File: config.mk
export PLATFORM = sky130hd
export DESIGN_NAME = age_issue_queue
export DESIGN_NICKNAME = d
export VERILOG_FILES = /design/src/rtl/age_issue_queue.sv
export SDC_FILE = /design/constraint.sdc
export NUM_CORES = 1
export LEC_CHECK = 0
export ABC_AREA = 0
export CORE_ASPECT_RATIO = 1.2
export CORE_MARGIN = 2
export CORE_UTILIZATION = 30
export DETAILED_ROUTE_END_ITERATION = 12
export PLACE_DENSITY = 0.52
export SLEW_MARGIN = 20
export SYNTH_ARGS = -nofsm -noshare
export SYNTH_HDL_FRONTEND = slang
export SYNTH_SLANG_ARGS = --single-unit
export TNS_END_PERCENT = 100
File: constraint.sdc
create_clock -name clk -period 58.6 [get_ports clk]
set_input_delay 11.72 -clock clk [delete_from_list [all_inputs] [get_ports clk]]
set_output_delay 11.72 -clock clk [all_outputs]
set_load 0.005 [all_outputs]
File: src/rtl/age_issue_queue.sv
`default_nettype none
// ============================================================================
//  Module      : age_issue_queue
//  Description : ALU issue queue with multi-port wake-up, oldest-ready select
//                by ROB age (relative to rob_head) and selective squash of
//                wrong-path uops younger than a mispredicted branch.
//  Revision    : 1.0 - initial release
// ============================================================================
module age_issue_queue #(
    parameter int IQ_SIZE       = 8,
    parameter int IQ_IDX_BITS   = 3,
    parameter int PHYS_REG_BITS = 6,
    parameter int ROB_IDX_BITS  = 4,
    parameter int NUM_WAKEUP    = 2
) (
    input  logic                                  clk,
    input  logic                                  rst_n,
    input  logic                                  flush,
    input  logic                                  squash_en,
    input  logic [ROB_IDX_BITS-1:0]               squash_rob_idx,
    input  logic [ROB_IDX_BITS-1:0]               rob_head,
    input  logic                                  dispatch_en,
    input  logic [3:0]                            dispatch_alu_op,
    input  logic                                  dispatch_alu_src,
    input  logic [31:0]                           dispatch_imm,
    input  logic [PHYS_REG_BITS-1:0]              dispatch_phys_rs1,
    input  logic [PHYS_REG_BITS-1:0]              dispatch_phys_rs2,
    input  logic [PHYS_REG_BITS-1:0]              dispatch_phys_rd,
    input  logic                                  dispatch_src1_ready,
    input  logic                                  dispatch_src2_ready,
    input  logic [ROB_IDX_BITS-1:0]               dispatch_rob_idx,
    output logic                                  dispatch_ready,
    input  logic [NUM_WAKEUP-1:0]                 wakeup_en,
    input  logic [NUM_WAKEUP*PHYS_REG_BITS-1:0]   wakeup_phys_rd,
    output logic                                  issue_valid,
    output logic [3:0]                            issue_alu_op,
    output logic                                  issue_alu_src,
    output logic [31:0]                           issue_imm,
    output logic [PHYS_REG_BITS-1:0]              issue_phys_rs1,
    output logic [PHYS_REG_BITS-1:0]              issue_phys_rs2,
    output logic [PHYS_REG_BITS-1:0]              issue_phys_rd,
    output logic [ROB_IDX_BITS-1:0]               issue_rob_idx,
    input  logic                                  issue_ack,
    output logic [IQ_IDX_BITS:0]                  iq_count
);

    localparam int c_CNT_W = IQ_IDX_BITS + 1;

    // Per-slot state
    logic [IQ_SIZE-1:0]        r_valid;
    logic [IQ_SIZE-1:0]        r_src1_rdy;
    logic [IQ_SIZE-1:0]        r_src2_rdy;
    logic [3:0]                r_alu_op  [IQ_SIZE];
    logic                      r_alu_src [IQ_SIZE];
    logic [31:0]               r_imm     [IQ_SIZE];
    logic [PHYS_REG_BITS-1:0]  r_rs1     [IQ_SIZE];
    logic [PHYS_REG_BITS-1:0]  r_rs2     [IQ_SIZE];
    logic [PHYS_REG_BITS-1:0]  r_rd      [IQ_SIZE];
    logic [ROB_IDX_BITS-1:0]   r_rob     [IQ_SIZE];
    logic [c_CNT_W-1:0]        r_count;

    // Combinational helpers
    logic [IQ_SIZE-1:0]        w_ready;
    logic [IQ_SIZE-1:0]        w_squash_hit;
    logic [ROB_IDX_BITS-1:0]   w_age [IQ_SIZE];
    logic [ROB_IDX_BITS-1:0]   w_sq_age;
    logic [ROB_IDX_BITS-1:0]   w_best_age;
    logic [IQ_SIZE-1:0]        w_sel_oh;
    logic                      w_sel_found;
    logic [IQ_SIZE-1:0]        w_free_oh;
    logic                      w_free_found;
    logic                      w_issue_fire;
    logic                      w_disp_fire;
    logic [IQ_SIZE-1:0]        w_valid_nxt;
    logic [IQ_SIZE-1:0]        w_src1_nxt;
    logic [IQ_SIZE-1:0]        w_src2_nxt;
    logic [c_CNT_W-1:0]        w_count_nxt;

    // True when any enabled broadcast port carries a non-zero tag equal to tag
    function automatic logic f_woken(
        input logic [PHYS_REG_BITS-1:0]            tag,
        input logic [NUM_WAKEUP-1:0]               en,
        input logic [NUM_WAKEUP*PHYS_REG_BITS-1:0] tags
    );
        logic hit;
        hit = 1'b0;
        for (int k = 0; k < NUM_WAKEUP; k++) begin
            if (en[k] && (tags[k*PHYS_REG_BITS +: PHYS_REG_BITS] != '0) &&
                (tags[k*PHYS_REG_BITS +: PHYS_REG_BITS] == tag)) begin
                hit = 1'b1;
            end
        end
        return hit;
    endfunction

    // Age is the modular distance from rob_head, so wrap-around compares correctly
    assign w_sq_age = squash_rob_idx - rob_head;

    genvar gi;
    for (gi = 0; gi < IQ_SIZE; gi++) begin : g_entry
        assign w_ready[gi]      = r_valid[gi] && r_src1_rdy[gi] && (r_src2_rdy[gi] || r_alu_src[gi]);
        assign w_age[gi]        = r_rob[gi] - rob_head;
        assign w_squash_hit[gi] = (w_age[gi] > w_sq_age);
    end

    // Oldest-ready select; strict less-than keeps the lowest slot on equal age
    always_comb begin
        w_sel_oh    = '0;
        w_sel_found = 1'b0;
        w_best_age  = '0;
        for (int i = 0; i < IQ_SIZE; i++) begin
            if (w_ready[i] && (!w_sel_found || (w_age[i] < w_best_age))) begin
                w_sel_oh    = '0;
                w_sel_oh[i] = 1'b1;
                w_sel_found = 1'b1;
                w_best_age  = w_age[i];
            end
        end
    end

    // Lowest-numbered free slot, from the registered valid vector only
    always_comb begin
        w_free_oh    = '0;
        w_free_found = 1'b0;
        for (int i = 0; i < IQ_SIZE; i++) begin
            if (!r_valid[i] && !w_free_found) begin
                w_free_oh[i] = 1'b1;
                w_free_found = 1'b1;
            end
        end
    end

    // Issue port fields, zero when nothing is selected
    always_comb begin
        issue_alu_op   = '0;
        issue_alu_src  = 1'b0;
        issue_imm      = '0;
        issue_phys_rs1 = '0;
        issue_phys_rs2 = '0;
        issue_phys_rd  = '0;
        issue_rob_idx  = '0;
        for (int i = 0; i < IQ_SIZE; i++) begin
            if (w_sel_oh[i]) begin
                issue_alu_op   = r_alu_op[i];
                issue_alu_src  = r_alu_src[i];
                issue_imm      = r_imm[i];
                issue_phys_rs1 = r_rs1[i];
                issue_phys_rs2 = r_rs2[i];
                issue_phys_rd  = r_rd[i];
                issue_rob_idx  = r_rob[i];
            end
        end
    end

    assign issue_valid    = w_sel_found;
    assign iq_count       = r_count;
    assign dispatch_ready = (r_count < c_CNT_W'(IQ_SIZE)) && !flush && !squash_en;
    assign w_issue_fire   = w_sel_found && issue_ack;
    assign w_disp_fire    = dispatch_en && dispatch_ready && w_free_found;

    // Next valid/ready vectors: issue and squash remove, dispatch inserts, flush wins
    always_comb begin
        w_valid_nxt = r_valid;
        w_src1_nxt  = r_src1_rdy;
        w_src2_nxt  = r_src2_rdy;
        w_count_nxt = '0;
        for (int i = 0; i < IQ_SIZE; i++) begin
            if (r_valid[i]) begin
                w_src1_nxt[i] = r_src1_rdy[i] | f_woken(r_rs1[i], wakeup_en, wakeup_phys_rd);
                w_src2_nxt[i] = r_src2_rdy[i] | f_woken(r_rs2[i], wakeup_en, wakeup_phys_rd);
            end
            if (w_issue_fire && w_sel_oh[i]) begin
                w_valid_nxt[i] = 1'b0;
            end
            if (squash_en && w_squash_hit[i]) begin
                w_valid_nxt[i] = 1'b0;
            end
            if (w_disp_fire && w_free_oh[i]) begin
                w_valid_nxt[i] = 1'b1;
                w_src1_nxt[i]  = dispatch_src1_ready |
                                 f_woken(dispatch_phys_rs1, wakeup_en, wakeup_phys_rd);
                w_src2_nxt[i]  = dispatch_src2_ready |
                                 f_woken(dispatch_phys_rs2, wakeup_en, wakeup_phys_rd);
            end
            if (flush) begin
                w_valid_nxt[i] = 1'b0;
            end
            w_count_nxt = w_count_nxt + c_CNT_W'(w_valid_nxt[i]);
        end
    end

    // Valid, ready and occupancy registers
    always_ff @(posedge clk or negedge rst_n) begin
        if (!rst_n) begin
            r_valid    <= '0;
            r_src1_rdy <= '0;
            r_src2_rdy <= '0;
            r_count    <= '0;
        end else begin
            r_valid    <= w_valid_nxt;
            r_src1_rdy <= w_src1_nxt;
            r_src2_rdy <= w_src2_nxt;
            r_count    <= w_count_nxt;
        end
    end

    // Payload capture into the slot chosen for dispatch
    always_ff @(posedge clk or negedge rst_n) begin
        if (!rst_n) begin
            for (int i = 0; i < IQ_SIZE; i++) begin
                r_alu_op[i]  <= '0;
                r_alu_src[i] <= 1'b0;
                r_imm[i]     <= '0;
                r_rs1[i]     <= '0;
                r_rs2[i]     <= '0;
                r_rd[i]      <= '0;
                r_rob[i]     <= '0;
            end
        end else begin
            for (int i = 0; i < IQ_SIZE; i++) begin
                if (w_disp_fire && w_free_oh[i]) begin
                    r_alu_op[i]  <= dispatch_alu_op;
                    r_alu_src[i] <= dispatch_alu_src;
                    r_imm[i]     <= dispatch_imm;
                    r_rs1[i]     <= dispatch_phys_rs1;
                    r_rs2[i]     <= dispatch_phys_rs2;
                    r_rd[i]      <= dispatch_phys_rd;
                    r_rob[i]     <= dispatch_rob_idx;
                end
            end
        end
    end

endmodule
`default_nettype wire

==> run_results.csv <==
group,metric,value,unit
outcome,outcome,"complete, no violations",
power_and_ir_drop,netSwitchingPower,0.000235,W
place,dp_hpwl,68000,um
global_routing,overflow,0,
worst_setup_path,worstPathArrival,29610,ps
logic_synthesis,synth-compound-area-share,0.129,
timing,report.final.hold_viol_count,0,
global_routing,grt_pass1_vias,22200,
routing,drc,0,
worst_setup_path,crit_path_max_fanout,54,
clock_network,clk_latency,660,ps
worst_setup_path,cp-start-kind,"input pin",
routing,first_iter_violations,1624,
global_routing,track_usage,0.214,
power_and_ir_drop,pwr-share-seq,0.447,
worst_setup_path,endpoint_kind,"output pin",
timing,skew,45.4,ps
timing,worst_pin_slew,1120,ps
logic_synthesis,netlist_instances,2460,
worst_setup_path,critical_path.max_stage_delay,1040,ps
flow_run,maxCapViolCount,0,
min_path,hp-class,"reg2reg",
clock_network,ctsHoldBuffers,0,
worst_setup_path,worstSetupPathType,"in2out",
clock_network,cts_tree,"done",
timing,rsz0062_at_grt,"no",
clock_network,h-tree-depth,2,
floorplan,rows,122,
global_routing,antenna_found_initial,6,
clock_network,clockBufferDepth,3,
logic_synthesis,syn_area,0.0278,mm2
power_and_ir_drop,ir_worst_vdd,27.0,uV
power_and_ir_drop,power_density,26.5,mW/mm2
logic_synthesis,synthesis.nets,2645,
power_and_ir_drop,p_sw_frac,0.273,
worst_setup_path,cp.required,46880,ps
floorplan,start_util,0.302,
logic_synthesis,ys_warn_count,0,
logic_synthesis,synth_fa_ha_area_frac,0.0467,
floorplan,floorplan.die_area,0.0952,mm2
cells_and_area,syn_to_final_growth,17.1,%
clock_network,post_cts_buffers,0,
global_routing,grt_max_degree,167,
logic_synthesis,synth_seq_cells,500,
logic_synthesis,seq_area_frac_synth,0.450,
timing,fmax,0.0242,GHz
routing,viasPerCell,5.54,
clock_network,clk_pin_slew,60,ps
logic_synthesis,synth_top_family_by_area,"multiplexers",
timing,maxSlewViolCount,0,
clock_network,cts_buffers,54,
power_and_ir_drop,clkPwrFrac,0.415,
logic_synthesis,async_reset_ff_frac,1.00,
routing,vias,21200,
timing,layout_setup_ws,17270,ps
logic_synthesis,synth_cell_types,75,
routing,first_pass_iters,8,
power_and_ir_drop,p_comb_frac,0.138,
routing,drtAntennaViolNets,0,
power_and_ir_drop,leakagePower,14.6,nW
clock_network,ctsResizeCount,0,
worst_setup_path,crit_slowest_cell,"and2_2",
global_routing,grt_pass1_wl,150000,um
place,gp_congestion,0.932,
timing,setup_tns,0,ps
timing,period_needed,41330,ps
clock_network,cts.sinks,500,
floorplan,dieWidth,282,um
clock_network,cts-root-buf,"clkbuf_16",
routing,avgRoutedWirePerCell,26.8,um
logic_synthesis,synth_edf_count,0,
power_and_ir_drop,internal_power,0.000628,W
logic_synthesis,synth_ff_type,"dfrtp_1",
timing,relSlewSlack,0.252,
logic_synthesis,syn_area_per_cell,11.3,um2
logic_synthesis,yosys.area_share.simple,0.0733,
cells_and_area,fin_nets,2733,
timing,setup_viol,0,
cells_and_area,drive_gt1_frac,0.252,
timing,post-route-period-util,0.705,
floorplan,die_h,338,um
floorplan,io-pin-count,154,
place,io_buffers,153,
logic_synthesis,yosys.area_share.xor_xnor,0.0765,
floorplan,core_region_area,0.0920,mm2
logic_synthesis,muxShareOfSynthArea,0.191,
place,pre_cts_ws,17610,ps
routing,drt_wl_total,103000,um
## flip-flops by register name, indices dropped and copies added, names as in the netlist
register	count
r_alu_op	32
r_valid	8
r_src1_rdy	8
r_alu_src	8
r_rob	32
r_rd	48
r_rs1	48
r_src2_rdy	8
r_imm	256
iq_count	4
r_rs2	48
## synthesized netlist by cell type, types with 36 or more instances
| library cell | instances | area, um2 |
|---|---|---|
| dfrtp_1 | 500 | 12500 |
| buf_2 | 37 | 185 |
| nor4_1 | 38 | 238 |
| nor2_1 | 79 | 297 |
| nand4_1 | 38 | 238 |
| a21oi_1 | 76 | 380 |
| mux2_2 | 466 | 5250 |
| o211ai_1 | 36 | 270 |
| nand3_1 | 57 | 285 |
| a221oi_1 | 41 | 359 |
| nand2_1 | 109 | 409 |
| inv_1 | 54 | 203 |
| o21ai_0 | 79 | 395 |
| xor2_1 | 98 | 858 |
| ha_1 | 83 | 1040 |
| xnor2_1 | 145 | 1270 |
| clkbuf_1 | 122 | 458 |
## worst max-delay path, delay by kind of cell
kind                       cells  cell delay [ps]
AOI/OAI and AO/OA             34             8790
adders and majority gates      8             2490
buffers and inverters          9             3260
muxes                          3             1050
and+or+nand+nor                7             2220
## power groups by stage
| stage | sequential [W] | combinational (W) | clock (W) |
|---|---|---|---|
| after floorplan | 0.000384 | 0.0000734 | 0 |
| after global placement | 0.000391 | 0.000115 | 0 |
| after detailed placement | 0.000391 | 0.000119 | 0 |
| after CTS | 0.000385 | 0.000119 | 0.000368 |
| after global routing | 0.000388 | 0.000131 | 0.000380 |
| final | 0.000386 | 0.000119 | 0.000358 |
## kinds of logic after synthesis
kind of cell    Yosys count
fa+ha+maj                96
buf+inv                 233
simple gates            410
xor+xnor                243
mux                     472
compound gates          506
flops                   500
## final timing paths
path,startpoint,to,slack (ps),depth (start not counted)
setup / recovery,rob_head[1],issue_phys_rs2[1],17270,61
hold / removal,r_imm[173],r_imm[173],500,1
setup reg to reg,r_valid[0],iq_count[2],39550,63
hold reg to reg,r_imm[173],r_imm[173],500,1
max in group asynchronous,rst_n,r_src1_rdy[7],45110,3
min in group asynchronous,rst_n,r_imm[154],11180,1
## layer usage
metal	GRT usage	share of wire	vias to the layer above
met1	0.273	0.43	11000
met4	0.0785	0.037	10
met3	0.0323	0.052	195
li1	-	-	9236
met5	0	0.00062	-
met2	0.365	0.49	694
## per-stage QoR
stage	utilization	total power (W)	hold slack [ps]	instances	cell area, um2
2_1_floorplan	-	0.000458	472	2460	27800
3_3_place_gp	0.334	0.000505	481	3730	30700
3_5_place_dp	0.334	0.000510	488	3732	30800
4_1_cts	0.354	0.000872	501	3826	32600
5_1_grt	0.354	0.000899	514	3826	32600
6_report	0.354	0.000863	501	3827	32600
## cell usage in the layout (no fill, tap or decap), types with 20 or more instances in the layout
cell type,netlist,final
dfrtp_1,500,500
mux2_2,466,466
clkdlybuf4s50_1,0,152
xnor2_1,145,145
nand2_1,109,109
xor2_1,98,98
ha_1,83,83
o21ai_0,79,78
a21oi_1,76,75
nor2_1,79,74
nand3_1,57,57
inv_1,54,54
clkbuf_16,0,54
buf_4,4,53
a221oi_1,41,41
nand4_1,38,38
nor4_1,38,38
o211ai_1,36,36
nor3_1,34,34
a31oi_1,34,34
o22ai_1,28,28
a21o_1,26,26
a2bb2oi_1,20,20
## layout make-up
type	count	area, um2
Tap cell	1240	1550
Clock inverter	20	302
Clock buffer	74	1540
Inverter	54	203
Antenna cell	1	2.50
Multi-Input combinational cell	1727	14500
Timing Repair Buffer	211	2000
Sequential cell	500	12500
Fill cell	9070	59400
Power figures use the tool's default switching activity.
